[src/rtl/status_display_driver_pkg.sv]
// Shared definitions for the status display driver: FSM state encoding,
// active-low 7-segment patterns ({g,f,e,d,c,b,a}) and a digit-split helper.
package status_display_driver_pkg;

  typedef enum logic [1:0] {
    ST_IDLE  = 2'd0,
    ST_COUNT = 2'd1,
    ST_ALARM = 2'd2
  } state_e;

  localparam logic [6:0] SEG_BLANK = 7'h7F;
  localparam logic [6:0] SEG_0     = 7'h40;
  localparam logic [6:0] SEG_1     = 7'h79;
  localparam logic [6:0] SEG_2     = 7'h24;
  localparam logic [6:0] SEG_3     = 7'h30;
  localparam logic [6:0] SEG_4     = 7'h19;
  localparam logic [6:0] SEG_5     = 7'h12;
  localparam logic [6:0] SEG_6     = 7'h02;
  localparam logic [6:0] SEG_7     = 7'h78;
  localparam logic [6:0] SEG_8     = 7'h00;
  localparam logic [6:0] SEG_9     = 7'h10;

  // Units digit of a 0..15 count; the tens digit is simply (v >= 10).
  function automatic logic [3:0] units_of(input logic [3:0] v);
    return (v >= 4'd10) ? v - 4'd10 : v;
  endfunction

endpackage

[src/rtl/status_display_driver_if.sv]
// Bundle between the counter chain and the display driver.
//   cnt_in/cnt_valid : count sample and its strobe (towards the driver)
//   seg/an/leds/alarm: display outputs (from the driver)
// master = the environment feeding counts, slave = the driver.
interface status_display_driver_if;
  logic [3:0] cnt_in;
  logic       cnt_valid;
  logic [6:0] seg;
  logic [1:0] an;
  logic [3:0] leds;
  logic       alarm;

  modport master (output cnt_in, cnt_valid, input seg, an, leds, alarm);
  modport slave  (input cnt_in, cnt_valid, output seg, an, leds, alarm);
endinterface

[src/rtl/status_display_driver_seg7_decoder.sv]
// Combinational 4-bit digit to active-low 7-segment decoder.
//   digit : 0..9 decoded to standard patterns, 10..15 shown blank
//   seg   : {g,f,e,d,c,b,a}, active-low
module status_display_driver_seg7_decoder
  import status_display_driver_pkg::*;
(
  input  logic [3:0] digit,
  output logic [6:0] seg
);

  always_comb begin
    seg = SEG_BLANK;
    case (digit)
      4'd0: seg = SEG_0;
      4'd1: seg = SEG_1;
      4'd2: seg = SEG_2;
      4'd3: seg = SEG_3;
      4'd4: seg = SEG_4;
      4'd5: seg = SEG_5;
      4'd6: seg = SEG_6;
      4'd7: seg = SEG_7;
      4'd8: seg = SEG_8;
      4'd9: seg = SEG_9;
      default: seg = SEG_BLANK;
    endcase
  end

endmodule

[src/rtl/status_display_driver.sv]
// Status display driver: captures the 4-bit elapsed-time count and shows it
// in decimal on a 2-digit multiplexed 7-segment display plus 4 LEDs. At or
// above ALARM_VALUE the display blinks until the count returns to 0.
//   clk, reset : system clock, synchronous active-high reset
//   bus.slave  : cnt_in/cnt_valid in; seg/an (active-low), leds, alarm out
module status_display_driver
  import status_display_driver_pkg::*;
#(
  parameter int SCAN_DIV    = 6000,
  parameter int BLINK_DIV   = 3000000,
  parameter int ALARM_VALUE = 10
) (
  input  logic               clk,
  input  logic               reset,
  status_display_driver_if.slave bus
);

  localparam int SCAN_W  = (SCAN_DIV  > 1) ? $clog2(SCAN_DIV)  : 1;
  localparam int BLINK_W = (BLINK_DIV > 1) ? $clog2(BLINK_DIV) : 1;
  localparam logic [SCAN_W-1:0]  SCAN_LAST  = SCAN_W'(SCAN_DIV - 1);
  localparam logic [BLINK_W-1:0] BLINK_LAST = BLINK_W'(BLINK_DIV - 1);
  localparam logic [3:0]         ALARM_TH   = 4'(ALARM_VALUE);

  logic [3:0]         cnt_q, cnt_d;
  state_e             state_q, state_d;
  logic [SCAN_W-1:0]  scan_cnt_q, scan_cnt_d;
  logic               digit_sel_q, digit_sel_d;
  logic [BLINK_W-1:0] blink_cnt_q, blink_cnt_d;
  logic               blink_ph_q, blink_ph_d;
  logic [6:0]         seg_q, seg_d;
  logic [1:0]         an_q, an_d;
  logic [3:0]         leds_q, leds_d;
  logic               alarm_q, alarm_d;

  logic               tens;
  logic [3:0]         digit;
  logic [6:0]         dec_seg;

  status_display_driver_seg7_decoder u_dec (
    .digit (digit),
    .seg   (dec_seg)
  );

  assign tens  = (cnt_q >= 4'd10);
  // Outputs are registered from the *next* scan/state values so that the
  // registered display always agrees with the registered state.
  assign digit = digit_sel_d ? {3'b000, tens} : units_of(cnt_q);

  always_comb begin
    cnt_d = bus.cnt_valid ? bus.cnt_in : cnt_q;

    state_d = state_q;
    case (state_q)
      ST_IDLE: begin
        if (cnt_q >= ALARM_TH)  state_d = ST_ALARM;
        else if (cnt_q != 4'd0) state_d = ST_COUNT;
      end
      ST_COUNT: begin
        if (cnt_q == 4'd0)          state_d = ST_IDLE;
        else if (cnt_q >= ALARM_TH) state_d = ST_ALARM;
      end
      ST_ALARM: begin
        if (cnt_q == 4'd0) state_d = ST_IDLE;
      end
      default: state_d = ST_IDLE;
    endcase

    // Scan counter free-runs regardless of state.
    scan_cnt_d  = scan_cnt_q + 1'b1;
    digit_sel_d = digit_sel_q;
    if (scan_cnt_q == SCAN_LAST) begin
      scan_cnt_d  = '0;
      digit_sel_d = ~digit_sel_q;
    end

    // The entry cycle into ALARM is index 0 of phase 0, so the "on" phase
    // lasts exactly BLINK_DIV cycles after every entry.
    blink_cnt_d = '0;
    blink_ph_d  = 1'b0;
    if (state_d == ST_ALARM && state_q == ST_ALARM) begin
      blink_cnt_d = blink_cnt_q + 1'b1;
      blink_ph_d  = blink_ph_q;
      if (blink_cnt_q == BLINK_LAST) begin
        blink_cnt_d = '0;
        blink_ph_d  = ~blink_ph_q;
      end
    end

    seg_d = dec_seg;
    an_d  = digit_sel_d ? 2'b01 : 2'b10;
    if (digit_sel_d && !tens) begin
      seg_d = SEG_BLANK;
      an_d  = 2'b11;
    end

    leds_d = 4'h0;
    case (state_d)
      ST_COUNT: leds_d = cnt_q;
      ST_ALARM: begin
        if (blink_ph_d) begin
          seg_d = SEG_BLANK;
          an_d  = 2'b11;
        end else begin
          leds_d = 4'hF;
        end
      end
      default: leds_d = 4'h0;
    endcase

    alarm_d = (state_d == ST_ALARM);
  end

  always_ff @(posedge clk) begin
    if (reset) begin
      cnt_q       <= 4'd0;
      state_q     <= ST_IDLE;
      scan_cnt_q  <= '0;
      digit_sel_q <= 1'b0;
      blink_cnt_q <= '0;
      blink_ph_q  <= 1'b0;
      seg_q       <= SEG_BLANK;
      an_q        <= 2'b11;
      leds_q      <= 4'h0;
      alarm_q     <= 1'b0;
    end else begin
      cnt_q       <= cnt_d;
      state_q     <= state_d;
      scan_cnt_q  <= scan_cnt_d;
      digit_sel_q <= digit_sel_d;
      blink_cnt_q <= blink_cnt_d;
      blink_ph_q  <= blink_ph_d;
      seg_q       <= seg_d;
      an_q        <= an_d;
      leds_q      <= leds_d;
      alarm_q     <= alarm_d;
    end
  end

  assign bus.seg   = seg_q;
  assign bus.an    = an_q;
  assign bus.leds  = leds_q;
  assign bus.alarm = alarm_q;

endmodule
[src/flat_wrapper.sv]
// flat-port wrapper written by rule: the top's interface ports become plain ports
module status_display_driver_flat import status_display_driver_pkg::*;
#(
  parameter int SCAN_DIV    = 6000,
  parameter int BLINK_DIV   = 3000000,
  parameter int ALARM_VALUE = 10
)
  (clk, reset, bus_cnt_in, bus_cnt_valid, bus_seg, bus_an, bus_leds, bus_alarm);
  status_display_driver_if bus_i ();
  input  logic clk;
  input  logic reset;
  input wire logic [$bits(bus_i.cnt_in)-1:0] bus_cnt_in;
  input wire logic [$bits(bus_i.cnt_valid)-1:0] bus_cnt_valid;
  output wire logic [$bits(bus_i.seg)-1:0] bus_seg;
  output wire logic [$bits(bus_i.an)-1:0] bus_an;
  output wire logic [$bits(bus_i.leds)-1:0] bus_leds;
  output wire logic [$bits(bus_i.alarm)-1:0] bus_alarm;
  assign bus_i.cnt_in = bus_cnt_in;
  assign bus_i.cnt_valid = bus_cnt_valid;
  assign bus_seg = bus_i.seg;
  assign bus_an = bus_i.an;
  assign bus_leds = bus_i.leds;
  assign bus_alarm = bus_i.alarm;
  status_display_driver #(.SCAN_DIV(SCAN_DIV), .BLINK_DIV(BLINK_DIV), .ALARM_VALUE(ALARM_VALUE)) u_core (.clk(clk), .reset(reset), .bus(bus_i));
endmodule
[config.mk]
export PLATFORM = sky130hd
export DESIGN_NAME = status_display_driver_flat
export DESIGN_NICKNAME = d
export VERILOG_FILES = /design/src/rtl/status_display_driver_pkg.sv /design/src/rtl/status_display_driver_if.sv /design/src/rtl/status_display_driver_seg7_decoder.sv /design/src/rtl/status_display_driver.sv /design/src/flat_wrapper.sv
export SDC_FILE = /design/constraint.sdc
export NUM_CORES = 1
export LEC_CHECK = 0
export ABC_AREA = 0
export CAP_MARGIN = 30
export CORE_UTILIZATION = 40
export DETAILED_ROUTE_END_ITERATION = 12
export HOLD_SLACK_MARGIN = 0.02
export SLEW_MARGIN = 15
export SYNTH_ARGS = -nofsm -noshare
export SYNTH_HDL_FRONTEND = slang
export SYNTH_SLANG_ARGS = --single-unit
export TNS_END_PERCENT = 30
[constraint.sdc]
create_clock -name clk -period 7.4 [get_ports clk]
set_clock_uncertainty 0.15 [all_clocks]
set_input_delay 1.48 -clock clk [delete_from_list [all_inputs] [get_ports clk]]
set_output_delay 1.48 -clock clk [all_outputs]
set_load 0.01 [all_outputs]
Word-level counts from Yosys, hierarchy flattened
Memory sizes are Yosys's and may differ from the RTL's.
Index checks and enable logic that the tools add are counted.
{ "word_totals": {"out_inout_bits": 14, "romBits": 112, "memories": 1, "in_bits": 7, "reg_bits": 57, "wordCells": 52} }
{ "classes": {"eq_ne": 6, "n_mux": 20, "magnitude_cmp": 1, "n_addsub": 3, "reduce_logical": 8, "bitwise": 3} }
{ "mem_list": {"columns": ["memory", "words", "word_bits", "rd", "rd_clocked_by_memory_dff", "wr", "line", "text"], "rows": [
  ["(no name shown)", 16, 7, 1, 0, 0, "status_display_driver_seg7_decoder.sv:13", "case (digit)"]
]} }
{ "ops": {"columns": ["operator", "count"], "rows": [
  ["$add 22x1->22 const B", 1],
  ["$eq 22x22->1 const B", 1],
  ["$mux 7", 3],
  ["$mux 2", 9],
  ["$add 13x1->13 const B", 1],
  ["$eq 13x13->1 const B", 1],
  ["$mux 4", 3],
  ["$pmux 4 s2", 1],
  ["$pmux 2 s3", 1],
  ["$eq 2x1->1 const B", 2],
  ["$eq 2x2->1 const B", 2],
  ["$ge 4x4->1 const B", 1],
  ["$logic_not 4->1", 1],
  ["$reduce_bool 4->1", 1],
  ["$sub 4x4->4 const B", 1],
  ["$mux 1", 3],
  ["$not 1->1", 3],
  ["$reduce_or 3->1", 1],
  ["$logic_and 1x1->1", 2],
  ["$logic_not 2->1", 1],
  ["$reduce_or 2->1", 1],
  ["$logic_not 1->1", 1]
]} }

Depth between registers and ports, before layout
{ "depth": {"ltp_word": 9, "mapped_depth": 12, "ltp_nobuf": 11} }

By module
From an unflattened synthesis, not the netlist that was laid out.
{ "hier_totals": {"cells_unflattened": 319, "area_unflattened_um2": 2733.9} }
{ "by_module_without_submodules": {"columns": ["module", "area_each_um2", "cells_per_inst", "seq_area_each_um2", "n_inst"], "rows": [
  ["status_display_driver", 2523.7, 286, 1141.1, 1],
  ["status_display_driver_seg7_decoder", 210.2, 33, 0.0, 1]
]} }

Worst setup path after synthesis
OpenSTA, ideal clock, no wires.
{ "synth_path": {"path_type": "register to register", "from": "register u_core.scan_cnt_q[4]", "to": "register u_core.seg_q[3], in the netlist u_core.bus.seg[3]", "t_arrival_ns": 2.244, "setup_slack_ns": 4.858, "setup_time_ns": 0.148, "required_ns": 7.102, "stages_incl_launch_ff": 10, "n_path_buf": 1, "synth_period_minus_slack_ns": 2.542, "cell_sequence": "dfxtp_1 > or4b_4 > o41ai_4 > and2_4 > buf_6 > nand2_1 > and2_1 > ha_1 > nand4b_1 > nand4_1"} }
{ "synth_via": {"elab_chain_len": 7, "elab_cells_between_ends": 8, "classes_between": "1 x eq/ne; 5 x mux; 1 x reduce/logical; 1 x memory"} }
{ "synth_rtl": {"columns": ["element", "line", "text"], "rows": [
  ["start: declaration", "status_display_driver.sv:26", "logic [SCAN_W-1:0] scan_cnt_q, scan_cnt_d;"],
  ["start signal: assignment", "status_display_driver.sv:128", "scan_cnt_q <= scan_cnt_d;"],
  ["$eq 13x13->1 *", "status_display_driver.sv:71", "if (scan_cnt_q == SCAN_LAST) begin"],
  ["$mux 1 *", "status_display_driver.sv:71", null],
  ["$mux 4", "status_display_driver.sv:47", "assign digit = digit_sel_d ? {3'b000, tens} : units_of(cnt_q);"],
  ["$mem_v2 16x7", null, null],
  ["$mux 7 *", "status_display_driver.sv:91", "if (digit_sel_d && !tens) begin"],
  ["$mux 7", "status_display_driver.sv:100", "if (blink_ph_d) begin"],
  ["$mux 7 *", "status_display_driver.sv:97", "case (state_d)"],
  ["end signal: assignment", "status_display_driver.sv:132", "seg_q <= seg_d;"],
  ["end: declaration", "status_display_driver.sv:30", "logic [6:0] seg_q, seg_d;"]
]} }
Mark *: on every way between the ends. The rest lies on a longest branch, timed or not.
A chain may end at the register's enable or synchronous reset.

Worst setup path after layout
{ "layout_path": {"from": "input port reset", "to": "register u_core.blink_cnt_q[14]"} }
{ "layout_via": {"elab_chain_len": 1} }
{ "layout_rtl": {"columns": ["element", "line", "text"], "rows": [
  ["start: declaration", "flat_wrapper.sv:11", "input logic reset;"],
  ["$reduce_or 3->1 (no line)", null, null],
  ["end signal: assignment", "status_display_driver.sv:130", "blink_cnt_q <= blink_cnt_d;"],
  ["end: declaration", "status_display_driver.sv:28", "logic [BLINK_W-1:0] blink_cnt_q, blink_cnt_d;"]
]} }
No other way between the ends.

==> impl_results.md <==
- Final WL: 5040 um
- Post-CTS Setup Bufs: 0
- DP Wirelength: 3593 um
- Most frequent cells in the layout: dfxtp_1, nor2_1, xnor2_1
- DR top layer: met4
- Fill cell count: 628
- Number of enable flip-flop cells after synthesis: 0
- Total GRT Usage: 16.05%
- Critical Path AT: 3.35 ns
- Synth area leader: dfxtp_1
- DR WL met2: 2336 um
- Fin crit period: 3.245 ns
- Pwr/cell area: 212.7 nW/um2
- Routed wl met3: 155 um
- Drt drc: 0
- Area of the multi-input gates: 1434 um2
- Critical Path Max Stage Delay: 0.66 ns
- GPL Wtd Cong: 0.8398
- Slew at the pin closest to its max-slew limit: 0.8416 ns
- Outcome: finished clean
- Final Hold Fails: 0
- Worst skew pair latency: 0.33 ns
- VDD IR max: 0.09893 mV
- Post-synthesis cell area: 2681 um2
- Worst Path Required: 7.50 ns
- Clock buffer depth: 2
- TritonRoute pass-1 iters: 4
- Post-cts resize count: 0
- CTS root buf: clkbuf_8
- Synth Flop Type: dfxtp_1
- Pre-CTS setup slack: 3.791 ns
- Setup-failing EPs final: 0
- Sequential area share after synthesis: 42.56%
- Final setup margin: 4.155 ns
- Layout cells sized above 1: 7.251%
- Max_cap viols: 0
- Number of DRC markers in iteration 0: 106
- Crit-path slowest cell: clkdlybuf4s50_1
- Period utilization: 43.84%
- WL per Instance: 12.35 um
- Static leakage: 1.110 nW
- Slew HR: 43.74%
- Worst hold path type: flip-flop to flip-flop
- Vias in the first global route: 1996
- Max Clk Rate: 308.2 MHz
- Worst Path Max Fanout: 22
- Vias: 2099
- Final std cells w/o fill: 408
- Avg Vias per Cell: 5.145
- Number of buffers added on ports: 20
- DIE AREA: 7035 um2
- Register area: 1141 um2
- CTS H-tree lvls: 3
- Area contributors post-synth: dfxtp_1, xnor2_1, nor2_1
- Initial Util: 41.75%
- Library cells used by synthesis: 45
- Seq cells post-synth: 57
- Worst Setup Path Type: input pin to flip-flop
- Ant. Diodes: 0
- NumNets Final: 345
- Yosys warns: 0
- First-pass GRT wire length: 8887 um
- Synth-to-Final Area Change: 17.08%
- Dpl cells: 393
- Post-cts hold buffer count: 0
- Clock Sink Count: 57
- I/O pins: 21
- TritonCTS Buffers: 9
- Grt total ovfl: 0
- Syn Nets: 324
- Sum of negative setup slack: 0 ns
- Row count: 29
- Met1 wire length: 2491 um
- Chip width: 83.88 um
- RSZ-0062 raised after global routing: no
- Worst path cell trace: clkdlybuf4s50_1 > nor2b_1 > nand3_1 > nor2_1
- Asr flop ratio synth: 0%
- Largest net degree at the start of global routing: 23
- Post-synth top area share: 42.56%
- Core area: 6422 um2
- Worst Path Buf+Inv: 1
- Fin util: 48.88%
- Critical path startpoint category: input pin
- Gate Count Post-Synth: 307
- CTS tree: yes
- Mapped Avg Cell Area: 8.734 um2
- CP endpoint kind: flip-flop
- Clock-pin slew on the worst setup and hold paths: 0.06 ns
- Commonest non-fill, non-tap cell in the layout: dfxtp_1
- Initial antenna violation count: 0
- Post-DRT Antenna Nets: 0
- CP delay by family, top: simple AND/OR/NAND/NOR gates
- Fin. max-slew vios: 0
- Die Y: 83.88 um
==> layer usage <==
layer  up-vias  global-route usage [%]
met3         6                   5.638
met1       980                   20.20
met4         0                   5.643
met2        22                   25.41
li1       1091                       -
met5         -                       0
==> worst paths after layout <==
path	start	to	slack, ns	cells after the start
worst max register to register	u_core.cnt_q[3]$_SDFFE_PP0P_	u_core.blink_cnt_q[14]$_SDFF_PP0_	4.57	6
worst min register to register	u_core.scan_cnt_q[0]$_SDFF_PP0_	u_core.scan_cnt_q[0]$_SDFF_PP0_	0.29	1
worst min-delay path	u_core.scan_cnt_q[0]$_SDFF_PP0_	u_core.scan_cnt_q[0]$_SDFF_PP0_	0.29	1
worst max-delay path	reset	u_core.blink_cnt_q[14]$_SDFF_PP0_	4.16	4
==> cell usage after synthesis (2+ instances only) <==
cell type  count
dfxtp_1       57
nor2_1        54
xnor2_1       27
nand3_1       21
nand2_1       18
inv_1         14
clkbuf_1      10
ha_1          10
nor3_1        10
a21oi_1        9
nand4_1        8
and3_1         7
mux2i_1        6
o21ai_0        5
xor2_1         5
a31oi_1        4
and2_1         4
nor2b_1        4
or3_1          4
and4_1         3
nand4b_1       2
nand4bb_1      2
==> power by group <==
group | leakage (nW) | total [mW] | switching (mW) | internal [mW]
Sequential | 0.464 | 0.321 | 0.00601 | 0.315
Clock | 0.101 | 0.297 | 0.117 | 0.179
Combinational | 0.546 | 0.0500 | 0.0248 | 0.0252
Total | 1.11 | 0.668 | 0.148 | 0.520
==> layout make-up <==
class	instances	area share, %
inverters	14	1.674
flip-flops and latches	57	36.35
clock buffers	12	5.261
clock inverters	2	1.196
multi-input cells	224	45.68
well taps	77	3.069
repair buffers	22	6.776
==> metrics by stage <==
step	power [mW]	instance area, um2	hold WS, ns
finish	0.6678	3139	0.2884
global route	0.6982	3139	0.3220
CTS	0.6730	3134	0.2910
detailed placement	0.3784	2932	0.2822
global placement	0.3774	2932	0.2720
floorplan	0.3585	2681	0.2629
==> logic make-up after synthesis <==
logic type | count (synthesis) | synth area share (%)
compound gates | 26 | 6.720
xor+xnor | 32 | 10.45
fa+ha+maj | 10 | 4.666
buf+inv | 26 | 3.966
flops | 57 | 42.56
mux | 7 | 2.800
simple gates | 149 | 28.84
==> registers in the layout, summed over array words and instances, names as in the netlist <==
name	count
u_core.blink_cnt_q	22
u_core.scan_cnt_q	13
u_core.bus.seg	7
u_core.bus.leds	4
u_core.cnt_q	4
u_core.bus.an	2
u_core.state_q	2
u_core.blink_ph_q	1
u_core.bus.alarm	1
u_core.digit_sel_q	1
Note: power is estimated with default switching activity, not from simulation.
